File: src/rtl/i2c_pkg.sv
// Shared constants for the I2C core: FIFO defaults and the status-bit map
// used by both the FIFOs and the APB register block.
package i2c_pkg;

  localparam int I2C_DATA_W     = 8;
  localparam int I2C_FIFO_DEPTH = 16;
  localparam int I2C_FIFO_AF    = 14;
  localparam int I2C_FIFO_AE    = 2;

  // Bit positions of the FIFO status word as seen by the APB register map.
  typedef enum logic [2:0] {
    EMPTY  = 3'd0,
    FULL   = 3'd1,
    AFULL  = 3'd2,
    AEMPTY = 3'd3,
    OVF    = 3'd4,
    UDF    = 3'd5
  } i2c_status_idx_e;

  localparam int I2C_STATUS_W = 6;

endpackage

File: src/rtl/i2c_fifo_param.sv
// Parametrised synchronous FIFO with level, threshold flags, sticky errors and flush.
// Optional high-water mark register enabled by defining I2C_FIFO_PEAK_LEVEL_EN.
module i2c_fifo_param
  import i2c_pkg::*;
#(
  parameter int DATA_W   = I2C_DATA_W,
  parameter int DEPTH    = I2C_FIFO_DEPTH,
  parameter int AF_LEVEL = DEPTH - 2,
  parameter int AE_LEVEL = I2C_FIFO_AE,
  localparam int AW      = $clog2(DEPTH)
) (
  input  logic              clk,
  input  logic              rst,
  input  logic              flush,
  input  logic              wr,
  input  logic [DATA_W-1:0] data_in,
  input  logic              rd,
  output logic [DATA_W-1:0] data_out,
  output logic              rd_valid,
  output logic              full,
  output logic              empty,
  output logic              almost_full,
  output logic              almost_empty,
  output logic [AW:0]       level,
  output logic              overflow,
  output logic              underflow,
  output logic [AW:0]       peak_level
);

  if (DEPTH < 2 || (DEPTH & (DEPTH - 1)) != 0) begin : g_bad_depth
    $error("i2c_fifo_param: DEPTH must be a power of two and at least 2");
  end
  if (AF_LEVEL < 0 || AF_LEVEL > DEPTH || AE_LEVEL < 0 || AE_LEVEL > DEPTH) begin : g_bad_level
    $error("i2c_fifo_param: AF_LEVEL/AE_LEVEL must lie in 0..DEPTH");
  end

  localparam logic [AW:0] DEPTH_LVL = (AW+1)'(DEPTH);
  localparam logic [AW:0] AF_LVL    = (AW+1)'(AF_LEVEL);
  localparam logic [AW:0] AE_LVL    = (AW+1)'(AE_LEVEL);

  logic [DATA_W-1:0] mem [DEPTH];
  logic [AW-1:0]     wr_ptr, rd_ptr;
  logic [AW:0]       level_q, level_nxt;
  logic              rd_acc, wr_acc;
  logic              ovf_q, udf_q;

  assign empty        = (level_q == '0);
  assign full         = (level_q == DEPTH_LVL);
  assign almost_full  = (level_q >= AF_LVL);
  assign almost_empty = (level_q <= AE_LVL);
  assign level        = level_q;
  assign overflow     = ovf_q;
  assign underflow    = udf_q;

  // A full FIFO still takes a write when a read frees a slot in the same cycle.
  assign rd_acc = rd & ~empty;
  assign wr_acc = wr & (~full | rd_acc);

  // NOTE: level_nxt gets its default before any branch, so no path leaves it
  // unassigned and no latch is inferred.
  always_comb begin
    level_nxt = level_q;
    if (flush) begin
      level_nxt = '0;
    end else begin
      unique case ({wr_acc, rd_acc})
        2'b10:   level_nxt = level_q + 1'b1;
        2'b01:   level_nxt = level_q - 1'b1;
        default: level_nxt = level_q;
      endcase
    end
  end

  // NOTE: state is updated with non-blocking assignments so every register
  // samples the pre-edge values of the others.
  always_ff @(posedge clk or posedge rst) begin
    if (rst) begin
      wr_ptr   <= '0;
      rd_ptr   <= '0;
      level_q  <= '0;
      data_out <= '0;
      rd_valid <= 1'b0;
      ovf_q    <= 1'b0;
      udf_q    <= 1'b0;
    end else if (flush) begin
      wr_ptr   <= '0;
      rd_ptr   <= '0;
      level_q  <= '0;
      rd_valid <= 1'b0;
      ovf_q    <= 1'b0;
      udf_q    <= 1'b0;
    end else begin
      level_q  <= level_nxt;
      rd_valid <= rd_acc;
      if (wr_acc) wr_ptr <= wr_ptr + 1'b1;
      if (rd_acc) begin
        data_out <= mem[rd_ptr];
        rd_ptr   <= rd_ptr + 1'b1;
      end
      if (wr && !wr_acc) ovf_q <= 1'b1;
      if (rd && !rd_acc) udf_q <= 1'b1;
    end
  end

  // NOTE: the storage array has no reset; pointers and level define which
  // entries are meaningful, so resetting it would only cost area and timing.
  always_ff @(posedge clk) begin
    if (wr_acc && !flush) mem[wr_ptr] <= data_in;
  end

`ifdef I2C_FIFO_PEAK_LEVEL_EN
  logic [AW:0] peak_q;

  always_ff @(posedge clk or posedge rst) begin
    if (rst) begin
      peak_q <= '0;
    end else if (flush) begin
      peak_q <= '0;
    end else if (level_nxt > peak_q) begin
      peak_q <= level_nxt;
    end
  end

  assign peak_level = peak_q;
`else
  assign peak_level = '0;
`endif

endmodule

File: config.mk
export PLATFORM = sky130hd
export DESIGN_NAME = i2c_fifo_param
export DESIGN_NICKNAME = d
export VERILOG_FILES = /design/src/rtl/i2c_pkg.sv /design/src/rtl/i2c_fifo_param.sv
export SDC_FILE = /design/constraint.sdc
export NUM_CORES = 1
export LEC_CHECK = 0
export BUFFER_PORTS_ARGS = -buffer_cell sky130_fd_sc_hd__buf_2
export CORE_MARGIN = 8
export CORE_UTILIZATION = 55
export CTS_BUF_LIST = sky130_fd_sc_hd__clkbuf_4 sky130_fd_sc_hd__clkbuf_8 sky130_fd_sc_hd__clkbuf_16
export DETAILED_ROUTE_END_ITERATION = 10
export PLACE_DENSITY = 0.74
export SLEW_MARGIN = 0
export SYNTH_ARGS = -nofsm -noshare
export SYNTH_HDL_FRONTEND = slang
export SYNTH_SLANG_ARGS = --single-unit
File: constraint.sdc
create_clock -name clk -period 4 [get_ports clk]
set_input_delay 0.6 -clock clk [delete_from_list [all_inputs] [get_ports clk]]
set_output_delay 0.6 -clock clk [all_outputs]
set_load 0.03 [all_outputs]
Word level (Yosys, flattened, before mapping)
Memories as Yosys holds them, arrays and structs flattened. A register that Yosys moved wholly into a read port is not among the register bits.
Cells that the tools add are included.
{"block": "classes", "n_lt_le_gt_ge": 2, "reduce_logical": 13, "n_addsub": 4, "n_bitwise": 6, "eq_ne": 3, "mux": 13}
{"operator": "$mux 4", "n": 4}
{"operator": "$pmux 5 s2", "n": 1}
{"operator": "$add 4x1->4 const B", "n": 2}
{"operator": "$reduce_bool 2->1", "n": 4}
{"operator": "$mux 1", "n": 7}
{"operator": "$add 5x1->5 const B", "n": 1}
{"operator": "$eq 5x5->1 const B", "n": 1}
{"operator": "$ge 5x4->1 const B", "n": 1}
{"operator": "$le 5x2->1 const B", "n": 1}
{"operator": "$logic_not 5->1", "n": 1}
{"operator": "$mux 5", "n": 1}
{"operator": "$sub 5x1->5 const B", "n": 1}
{"operator": "$logic_and 1x1->1", "n": 3}
{"operator": "$logic_not 1->1", "n": 3}
{"operator": "$not 1->1", "n": 3}
{"operator": "$reduce_bool 3->1", "n": 1}
{"operator": "$and 1x1->1", "n": 2}
{"operator": "$eq 2x1->1 const B", "n": 1}
{"operator": "$eq 2x2->1 const B", "n": 1}
{"operator": "$reduce_and 2->1", "n": 1}
{"operator": "$or 1x1->1", "n": 1}
{"block": "totals", "ramBits": 128, "word_cells": 48, "output_inout_bits": 25, "register_bits": 16, "memories": 1}
{"name": "mem", "words": 16, "word_bits": 8, "rd": 1, "rd_ports_with_merged_regs": 1, "wr": 1, "line": "i2c_fifo_param.sv:41", "rtl": "logic [DATA_W-1:0] mem [DEPTH];"}

Longest topological paths before layout
Gate-level depths: netlist of the first run.
{"block": "logic_depth", "depth_word": 9, "ltp_mapped": 10, "ltp_nobuf": 9}

Least setup slack after synthesis of the first run
No wires, ideal clock.
{"block": "synth_path", "path_kind": "register to output", "start": "register level_q[4], in the netlist level[4]", "end": "output almost_empty", "stages_incl_launch_ff": 3, "t_arrival_ps": 2332, "path_buffers": 1, "path_slack_ps": 1068, "required_ps": 3400, "cell_sequence": "dfrtp_1 -> buf_2 -> a2111oi_0"}
{"block": "synth_between", "elab_chain_cells": 1}
{"element": "start: declaration", "line": "i2c_fifo_param.sv:43", "rtl": "logic [AW:0] level_q, level_nxt;"}
{"element": "start signal: assignment", "line": "i2c_fifo_param.sv:93", "rtl": "level_q <= level_nxt;"}
{"element": "$le 5x2->1", "line": "i2c_fifo_param.sv:50", "rtl": "assign almost_empty = (level_q <= AE_LVL);"}
{"element": "end: declaration", "line": "i2c_fifo_param.sv:23", "rtl": "output logic almost_empty,"}
Every way passes these cells.

Final worst setup path of the first run
{"block": "layout_path", "start": "register level_q[2], in the netlist level[2]", "end": "register level_q[4], in the netlist level[4]"}
{"block": "layout_between", "elab_chain_cells": 8}
{"element": "$logic_not 5->1", "line": "i2c_fifo_param.sv:47", "rtl": "assign empty = (level_q == '0);"}
{"element": "$not 1->1", "line": "i2c_fifo_param.sv:56", "rtl": "assign rd_acc = rd & ~empty;"}
{"element": "$and 1x1->1", "line": "i2c_fifo_param.sv:56"}
{"element": "$or 1x1->1", "line": "i2c_fifo_param.sv:57", "rtl": "assign wr_acc = wr & (~full | rd_acc);"}
{"element": "$and 1x1->1", "line": "i2c_fifo_param.sv:57"}
{"element": "$eq 2x1->1 / $eq 2x2->1 (equally long branches)", "line": "i2c_fifo_param.sv:66", "rtl": "unique case ({wr_acc, rd_acc})"}
{"element": "$pmux 5 s2", "line": "i2c_fifo_param.sv:66"}
{"element": "$mux 5", "line": "i2c_fifo_param.sv:85", "rtl": "end else if (flush) begin"}
Several ways; a longest one is shown, not always the timed one.
A chain may end at the register's enable or synchronous reset.

==> results_dict.tcl, run 1 <==
set metrics [dict create \
    port-buffer-count 32 \
    synth_ff_type "edfxtp_1" \
    antennaDiodeCount 0 \
    cts_buffer_depth 2 \
    cp.arrival_ns 3.20 \
    p_clk_frac 0.392 \
    cts_setup_buffers 0 \
    worstReg2RegStart "level[2]" \
    maxCapViolCount 0 \
    netlist_instances 356 \
    synth-async-reset-ratio 0.158 \
    dp_hpwl_um 7360 \
    hold_class "primary input to asynchronous set/reset pin" \
    seq_area_frac_synth 0.702 \
    initial_core_util 0.559 \
    grt_antenna_before_repair 0 \
    coreArea_sq_mm 0.0113 \
    crit_type "flop to flop" \
    required_ns 4.34 \
    grt_pass1_wl_um 18600 \
    syn_area_sq_mm 0.00633 \
    status "finished clean" \
    fin_setup_tns_ns 0 \
    period_minus_slack_ns 2.86 \
    slew_headroom 0.247 \
    fin_hold_ws_ns 0.393 \
    drcViolationCount 0 \
    start_kind "flop" \
    intPower_mw 3.14 \
    syn_to_final_growth_pct 13.8 \
    cts_buffers 17 \
    end_kind "flop" \
    seqCellArea_sq_mm 0.00445 \
    powerDensity_mw_per_mm2 593 \
    place_area_sq_mm 0.00657 \
    fin_cells 547 \
    die_h_um 123 \
    track_usage 0.171 \
    rows 39 \
    setup_viol 0 \
    dieWidth_um 123 \
    pwr-share-seq 0.449 \
    drtAntennaViolNets 0 \
    r2r_setup_slack_ns 1.14 \
    synth_edf_count 128 \
    fmax_mhz 349 \
    slowest_delay_ns 0.67 \
    ios 38 \
    final_cell_area_sq_mm 0.00720 \
    endpoint "level[4]" \
    cts.hold.buffers_added 0 \
    clk_latency_ns 0.42 \
    p_sw_mw 1.13 \
    clkSinkCount 152 \
    crit_start "level[2]" \
    avgSynthCellArea_sq_um 17.8 \
    crit_slowest_cell "or4_4" \
    place.gp.congestion 0.883 \
    report.final.slew_viol_count 0 \
    p_comb_frac 0.158 \
    clock_tree.root_cell "clkbuf_16" \
    netSwitchingFraction 0.265 \
    reg2reg_to "level[4]" \
    crit_chain "or4_4 > o21ai_2 > or2_2 > inv_1 > ha_1 > nand2b_1 > a21oi_1 > mux2_2 > a31oi_1" \
    dpl.cell_count 515 \
    path_max_fanout 11 \
    drive_gt1_frac 0.277 \
    final_net_count 413 \
    power.total_mw 4.27 \
    drt-total-wl_um 12000 \
    ir_drop_mv 0.433 \
    grt_max_degree 35 \
    synth_cell_type_count 39 \
    rr_worst_depth 9 \
    cts_tree "yes" \
    multiInputGateArea_sq_mm 0.00172 \
    drtPass1Iterations 4 \
    yosysWarningCount 0 \
    routed_via_density 5.89 \
    grt_pass1_vias 3366 \
    cts-resized-gates 0 \
    skew_ns 0.00628 \
    wl_per_cell_um 21.9 \
    cts_max_level 4 \
    rsz0062_at_grt "no" \
    finalHoldViolations 0 \
    synth_seq_cells 152 \
    clk_pin_slew_ns 0.06 \
    fill_cells 770 \
    worst_pin_slew_ns 1.13 \
    p_leak_nw 2.52 \
    grt-ovfl-total 0 \
    first_iter_violations 252 \
    period_share 0.715 \
    vias 3221 \
    die_area_sq_mm 0.0152 \
]
-- logic make-up after synthesis --
logic type / share of synthesized area
other: 0.000593
flip-flops: 0.702
XOR/XNOR: 0.00830
multiplexers: 0.154
adder cells (fa/ha/maj): 0.0190
buffers and inverters: 0.0289
AND/OR/NAND/NOR: 0.0530
AO/OA/AOI/OAI: 0.0338
-- per-layer routing --
layer | wire (um) | track usage | up-vias
li1 | - | - | 1447
met1 | 4890 | 0.213 | 1654
met2 | 6050 | 0.279 | 102
met3 | 881 | 0.0502 | 18
met4 | 174 | 0.0632 | 0
met5 | 0 | 0 | -
-- power by group through the flow --
stage	registers [mW]	clock network [mW]	logic, mW
2_1_floorplan	2.01	0	0.421
3_3_place_gp	1.94	0	0.662
3_5_place_dp	1.95	0	0.676
4_1_cts	1.92	1.69	0.684
5_1_grt	1.93	1.75	0.733
6_report	1.92	1.67	0.676
-- Yosys cell counts, drive strengths merged, types with 5 or more instances --
cell type,count,area (sq um)
edfxtp,128,3840
o221ai,8,70.1
mux2i,21,210
dfrtp,24,601
o21ai,7,53.8
ha,8,100
mux4,32,721
nand3,5,25.0
nor2,22,82.6
buf,17,108
clkbuf,5,18.8
nand2,11,41.3
a21oi,5,25.0
inv,15,56.3
and2,12,75.1
-- worst min-delay path by stage --
stage / endpoint / slack (ns)
6_report: overflow / 0.39
2_1_floorplan: wr_ptr[3] / 0.55
5_1_grt: overflow / 0.49
4_1_cts: overflow / 0.42
3_5_place_dp: data_out[6] / 0.48
3_3_place_gp: underflow / 0.47
-- layout make-up --
| cell class | instances | share of cell area |
|---|---|---|
| Multi-Input combinational cell | 171 | 0.238 |
| Clock inverter | 9 | 0.0210 |
| Timing Repair Buffer | 34 | 0.0243 |
| Inverter | 15 | 0.00782 |
| Clock buffer | 23 | 0.0662 |
| Sequential cell | 152 | 0.617 |
| Tap cell | 143 | 0.0248 |
-- stage by stage --
| step | util | setup slack (ns) |
|---|---|---|
| floorplan | - | 1.07 |
| global placement | 0.581 | 1.25 |
| detailed placement | 0.581 | 1.13 |
| CTS | 0.636 | 1.11 |
| global route | 0.636 | 0.905 |
| finish | 0.636 | 1.14 |
-- state kept, by name, indices dropped and copies added, names as in the netlist --
register and count:
data_out 8, level 5, mem 128, overflow 1, rd_ptr 4, rd_valid 1, underflow 1, wr_ptr 4
-- cells in the final DEF, fill, tap and decap left out, types with 5 or more instances in the layout --
cell type and count:
nand2_1 11, clkbuf_4 5, inv_1 15, nor2_1 22, buf_2 32, nand3_1 5
edfxtp_1 128, a21oi_1 5, mux4_2 32, mux2i_1 21, ha_1 8, o221ai_1 8
and2_1 12, conb_1 5, clkbuf_16 17, dfrtp_1 23
-- worst max-delay path, delay by kind of cell (launching register included) --
family	cells	cell delay [ns]
simple gates	3	0.91
compound gates	3	0.66
flops	1	0.45
mux	1	0.37
fa+ha+maj	1	0.33
buf+inv	1	0.07
(Power assumes the default switching activity.)
==> run 2: changes to the inputs <==
--- a/config.mk
+++ b/config.mk
@@ -5,12 +5,13 @@
 export SDC_FILE = /design/constraint.sdc
 export NUM_CORES = 1
 export LEC_CHECK = 0
+export ABC_AREA = 1
 export BUFFER_PORTS_ARGS = -buffer_cell sky130_fd_sc_hd__buf_2
 export CORE_MARGIN = 8
 export CORE_UTILIZATION = 55
 export CTS_BUF_LIST = sky130_fd_sc_hd__clkbuf_4 sky130_fd_sc_hd__clkbuf_8 sky130_fd_sc_hd__clkbuf_16
 export DETAILED_ROUTE_END_ITERATION = 10
-export PLACE_DENSITY = 0.74
+export PLACE_DENSITY = 0.77
 export SLEW_MARGIN = 0
 export SYNTH_ARGS = -nofsm -noshare
 export SYNTH_HDL_FRONTEND = slang
==> constraint.sdc (replaced) <==
create_clock -name clk -period 2.5 [get_ports clk]
set_input_delay 0.375 -clock clk [delete_from_list [all_inputs] [get_ports clk]]
set_output_delay 0.375 -clock clk [all_outputs]
set_load 0.03 [all_outputs]
==> run 2 against run 1 <==
Against the previous run:
- clock skew grew 0.0058 ns
- worst hold slack lost 0.25 ns
- wire length grew 27%
- non-clock buffer count grew 16
- design area grew 10%
- sequential share of layout area shrank 5.9 points
- clock-buffer cell count shrank 4
- synthesized area grew 11%
- via count grew 51%
- core utilization shrank 0.30 points
==> results_dict.tcl, run 2 <==
set metrics [dict create \
    required_ns 2.54 \
    regMostFlops "mem" \
    slew_headroom 0.255 \
    start_kind "flop" \
    die_h_um 129 \
    slowest_delay_ns 0.85 \
    multiInputGateArea_sq_mm 0.00191 \
    drtPass1Iterations 5 \
    vias 4877 \
    synth.area.top_cells "edfxtp_1 (55%), nand2_1 (12%), dfrtp_1 (8.5%)" \
    cp.arrival_ns 2.26 \
    netlist_instances 707 \
    grt_pass1_vias 4762 \
    crit_chain "nor2_4 > nand3_4 > o21ai_4 > nor2_4 > inv_2 > nor3_1" \
    place_area_sq_mm 0.00734 \
    coreArea_sq_mm 0.0126 \
    synth-async-reset-ratio 0.158 \
    synth_cell_type_count 28 \
    rows 41 \
    crit_type "flop to flop" \
    report.final.slew_viol_count 0 \
    dieWidth_um 129 \
    end_kind "flop" \
    final_cell_area_sq_mm 0.00796 \
    synth_top_cells_by_count "nand2_1 (220), edfxtp_1 (128), inv_1 (113), nand3_1 (105), dfrtp_1 (24)" \
    synth_top_area_frac 0.545 \
    synth_ff_type "edfxtp_1" \
    drt-total-wl_um 15200 \
    ir_drop_mv 0.578 \
    rsz0062_at_grt "no" \
    worst_pin_slew_ns 1.11 \
    r2r_setup_slack_ns 0.27 \
    syn_to_final_growth_pct 12.9 \
    clkSinkCount 152 \
    powerDensity_mw_per_mm2 961 \
    cts_setup_buffers 0 \
    fill_cells 945 \
    fin_setup_tns_ns 0 \
    rr_worst_depth 6 \
    grt_antenna_before_repair 0 \
    synth_seq_cells 152 \
    worstReg2RegStart "level[1]" \
    seqCellArea_sq_mm 0.00445 \
    cts_tree "yes" \
    dp_hpwl_um 9840 \
    crit_path_frequent_cell "nor2_4" \
    p_leak_nw 3.58 \
    crit_slowest_cell "nor3_1" \
    final_net_count 768 \
    yosys.area.top_type "edfxtp_1" \
    wl_per_cell_um 16.3 \
    drive_gt1_frac 0.140 \
    hold_class "primary input to asynchronous set/reset pin" \
    period_share 0.892 \
    clk_pin_slew_ns 0.06 \
    first_iter_violations 533 \
    status "finished clean" \
    cts_max_level 4 \
    yosysWarningCount 0 \
    ios 38 \
    mostFrequentLayoutCells "nand2_1 (220), edfxtp_1 (128), inv_1 (113)" \
    drtAntennaViolNets 0 \
    cts.hold.buffers_added 0 \
    synth_edf_count 128 \
    routed_via_density 5.24 \
    skew_ns 0.0121 \
    clock_tree.root_cell "clkbuf_16" \
    clk_latency_ns 0.42 \
    cts-resized-gates 0 \
    seq_area_frac_synth 0.631 \
    avgSynthCellArea_sq_um 9.97 \
    cts_buffer_depth 2 \
    cts_buffers 17 \
    initial_core_util 0.561 \
    fmax_mhz 449 \
    die_area_sq_mm 0.0167 \
    grt_pass1_wl_um 24400 \
    largest_reg_flops 128 \
    maxCapViolCount 0 \
    path_max_fanout 8 \
    crit_family "simple AND/OR/NAND/NOR gates" \
    port-buffer-count 32 \
    place.gp.congestion 0.876 \
    finalHoldViolations 0 \
    grt-ovfl-total 0 \
    track_usage 0.194 \
    setup_viol 0 \
    drcViolationCount 0 \
    layout_commonest_cell "nand2_1" \
    reg2reg_to "mem[2][5]" \
    grt_max_degree 65 \
    period_minus_slack_ns 2.23 \
    cp.buffers_inverters 1 \
    syn_area_sq_mm 0.00705 \
    synth_most_common_cell "nand2_1" \
    antennaDiodeCount 0 \
]
run 2: cell types whose count changed after synthesis, moves of 14 or more:
cell,change
inv_1,+98
mux2i_1,-21
mux4_2,-32
nand2_1,+209
nand3_1,+100
nor3_1,+14
run 2: stage by stage:
stage / utilization / setup WS, ns / hold WS (ns) / total power, mW / instances
final: 0.633 / 0.270 / 0.139 / 7.65 / 931
after global routing: 0.633 / 0.146 / 0.245 / 8.02 / 931
after CTS: 0.633 / 0.275 / 0.165 / 7.67 / 931
after detailed placement: 0.584 / 0.291 / 0.460 / 5.06 / 899
after global placement: 0.584 / 0.393 / 0.458 / 4.99 / 899
after floorplan: - / 0.438 / 0.390 / 4.65 / 711
run 2: metal layers:
metal | wire, um | vias to the layer above | GRT usage
met5 | 0 | - | 0
met4 | 457 | 0 | 0.0919
met3 | 1070 | 41 | 0.0374
met2 | 7630 | 198 | 0.329
met1 | 6060 | 2291 | 0.234
li1 | - | 2347 | -
run 2: area by class of cell:
cell class / instances / share of cell area
clock buffer: 19 / 0.0561
clock inverter: 13 / 0.0215
inverter: 122 / 0.0576
multi-input combinational: 403 / 0.240
sequential: 152 / 0.559
tap: 172 / 0.0270
timing repair buffer: 50 / 0.0387
run 2: how the worst max path moves through the flow:
stage                  start         end  slack, ns  cells after the start
finish              level[1]   mem[2][5]       0.27                      6
global route        level[2]   mem[2][5]       0.15                      6
CTS                 level[1]   mem[2][5]       0.28                      6
detailed placement        rd   mem[2][5]       0.29                      5
global placement          rd   mem[2][2]       0.39                      5
floorplan           level[2]  mem[15][0]       0.44                      6
run 2: where the power goes:
group / total (mW) / leakage (nW) / internal (mW) / switching, mW
registers: 2.99 / 1.47 / 2.88 / 0.111
clock network: 2.62 / 0.298 / 1.62 / 1.01
logic: 2.03 / 1.82 / 0.583 / 1.45
run 2: kinds of logic after synthesis:
logic type	share of synthesized area
and+or+nand+nor	0.236
buffers and inverters	0.100
DFF	0.631
AOI/OAI and AO/OA	0.0147
adders and majority gates	0.0170
xor gates and xnor gates	0.00124
other	0.000532
==> run 3: changes to the inputs <==
--- a/config.mk
+++ b/config.mk
@@ -11,7 +11,7 @@
 export CORE_UTILIZATION = 55
 export CTS_BUF_LIST = sky130_fd_sc_hd__clkbuf_4 sky130_fd_sc_hd__clkbuf_8 sky130_fd_sc_hd__clkbuf_16
 export DETAILED_ROUTE_END_ITERATION = 10
-export PLACE_DENSITY = 0.77
+export PLACE_DENSITY = 0.76
 export SLEW_MARGIN = 0
 export SYNTH_ARGS = -nofsm -noshare
 export SYNTH_HDL_FRONTEND = slang
==> run 3 against run 2 <==
Against the previous run:
- core utilization increased by 0.17 points
- sequential share of layout area decreased by 0.15 points
- clock skew decreased by 0.0056 ns
- clock power about the same
- flip-flop and latch count unchanged
- maximum frequency increased by 3.5%
- critical path depth increased by 7
- total power increased by 0.25%
- non-clock buffer count increased by 2
- first-iteration DRC count increased by 0.94%
- largest power group unchanged
- highest routed layer unchanged
==> results_dict.tcl, run 3 (same netlist as run 2, synthesis figures left out) <==
set metrics [dict create \
    report.final.slew_viol_count 0 \
    drtPass1Iterations 5 \
    clk_latency_ns 0.42 \
    setup_viol 0 \
    grt_antenna_before_repair 0 \
    crit_chain "nor2_4 > nand3_4 > nand3_4 > inv_2 > ha_1 > a21oi_1 > nand2_1 > nand2_1 > nand2_1 > nand2_1 > nand2_1 > nand2_1 > nand2_1" \
    wl_per_cell_um 17.1 \
    mostFrequentLayoutCells "nand2_1 (220), edfxtp_1 (128), inv_1 (113)" \
    grt_pass1_vias 4742 \
    finalHoldViolations 0 \
    syn_to_final_growth_pct 13.2 \
    cts_setup_buffers 0 \
    drtAntennaViolNets 0 \
    fin_cells 933 \
    cts.hold.buffers_added 1 \
    end_kind "flop" \
    drive_gt1_frac 0.141 \
    cts_max_level 4 \
    grt_max_degree 67 \
    layout_commonest_cell "nand2_1" \
    hold_class "primary input to flop" \
    die_h_um 129 \
    coreArea_sq_mm 0.0126 \
    port-buffer-count 32 \
    antennaDiodeCount 0 \
    drcViolationCount 0 \
    crit_slowest_cell "dfrtp_1" \
    cts_tree "yes" \
    path_max_fanout 8 \
    crit_family "simple AND/OR/NAND/NOR gates" \
    fin_setup_tns_ns 0 \
    rsz0062_at_grt "no" \
    drt-total-wl_um 16000 \
    track_usage 0.200 \
    ir_drop_mv 0.497 \
    slew_headroom 0.354 \
    worst_pin_slew_ns 0.961 \
    regMostFlops "mem" \
    first_iter_violations 538 \
    cp.buffers_inverters 1 \
    fin_hold_ws_ns 0.312 \
    routed_via_density 5.33 \
    clkSinkCount 152 \
    die_area_sq_mm 0.0167 \
    period_share 0.861 \
    crit_path_frequent_cell "nand2_1" \
    dieWidth_um 129 \
    powerDensity_mw_per_mm2 961 \
    maxCapViolCount 0 \
    period_minus_slack_ns 2.15 \
    rows 41 \
    fin_ws_ns 0.346 \
    grt_pass1_wl_um 24900 \
    grt-ovfl-total 0 \
    slowest_delay_ns 0.46 \
    clk_pin_slew_ns 0.06 \
    post-place-ws_ns 0.419 \
    dpl.cell_count 900 \
    p_leak_nw 3.60 \
    final_net_count 770 \
    largest_reg_flops 128 \
    ios 38 \
    status "finished clean" \
    dp_hpwl_um 10200 \
    clock_tree.root_cell "clkbuf_16" \
    initial_core_util 0.561 \
    start_kind "flop" \
    place.gp.congestion 0.971 \
    fmax_mhz 464 \
    post-route-util 0.635 \
    skew_ns 0.00647 \
    cp.arrival_ns 2.46 \
    cts_buffers 17 \
    cts-resized-gates 0 \
    crit_type "flop to flop" \
    required_ns 2.81 \
    vias 4970 \
    cts_buffer_depth 2 \
]
-- run 3: cell types whose count changed in the layout (fill, tap and decap cells not counted), sizes merged --
cell and delta:
bufinv -3, clkinv -2, buf +1, clkbuf +6, clkinvlp -1, dlygate4sd3 +1
-- run 3: metal layers --
metal  vias to the layer above  share of wire  GRT usage
met5                         -              0          0
met4                         0          0.029      0.102
met3                        39          0.065     0.0390
met2                       223           0.51      0.342
met1                      2358           0.40      0.235
li1                       2350              -          -
-- run 3: layout make-up --
cell class              count  area (sq um)
inverters                 122           458
multi-input cells         403          1910
well taps                 172           215
fillers                   994          4590
repair buffers             52           325
flip-flops and latches    152          4450
clock inverters             7          47.5
clock buffers              25           574
-- run 3: worst paths after layout --
check                            start          end  slack, ns  depth (start not counted)
setup / recovery              level[2]     level[4]       0.35                         13
hold / removal                   flush     overflow       0.31                          2
setup reg to reg              level[2]     level[4]       0.35                         13
hold reg to reg            data_out[3]  data_out[3]       0.48                          2
max in group asynchronous          rst    rd_ptr[0]       1.69                          4
min in group asynchronous          rst     level[0]       0.56                          4
-- run 3: through the flow --
stage	instance area, sq um	power (mW)
3_3_place_gp	7350	5.04
4_1_cts	7980	7.69
2_1_floorplan	7060	4.65
6_report	7980	7.67
3_5_place_dp	7350	5.11
5_1_grt	7980	8.03
-- run 3: where the power goes --
part / internal [mW] / switching [mW]
Clock: 1.60 / 0.986
Sequential: 2.88 / 0.111
Combinational: 0.591 / 1.50
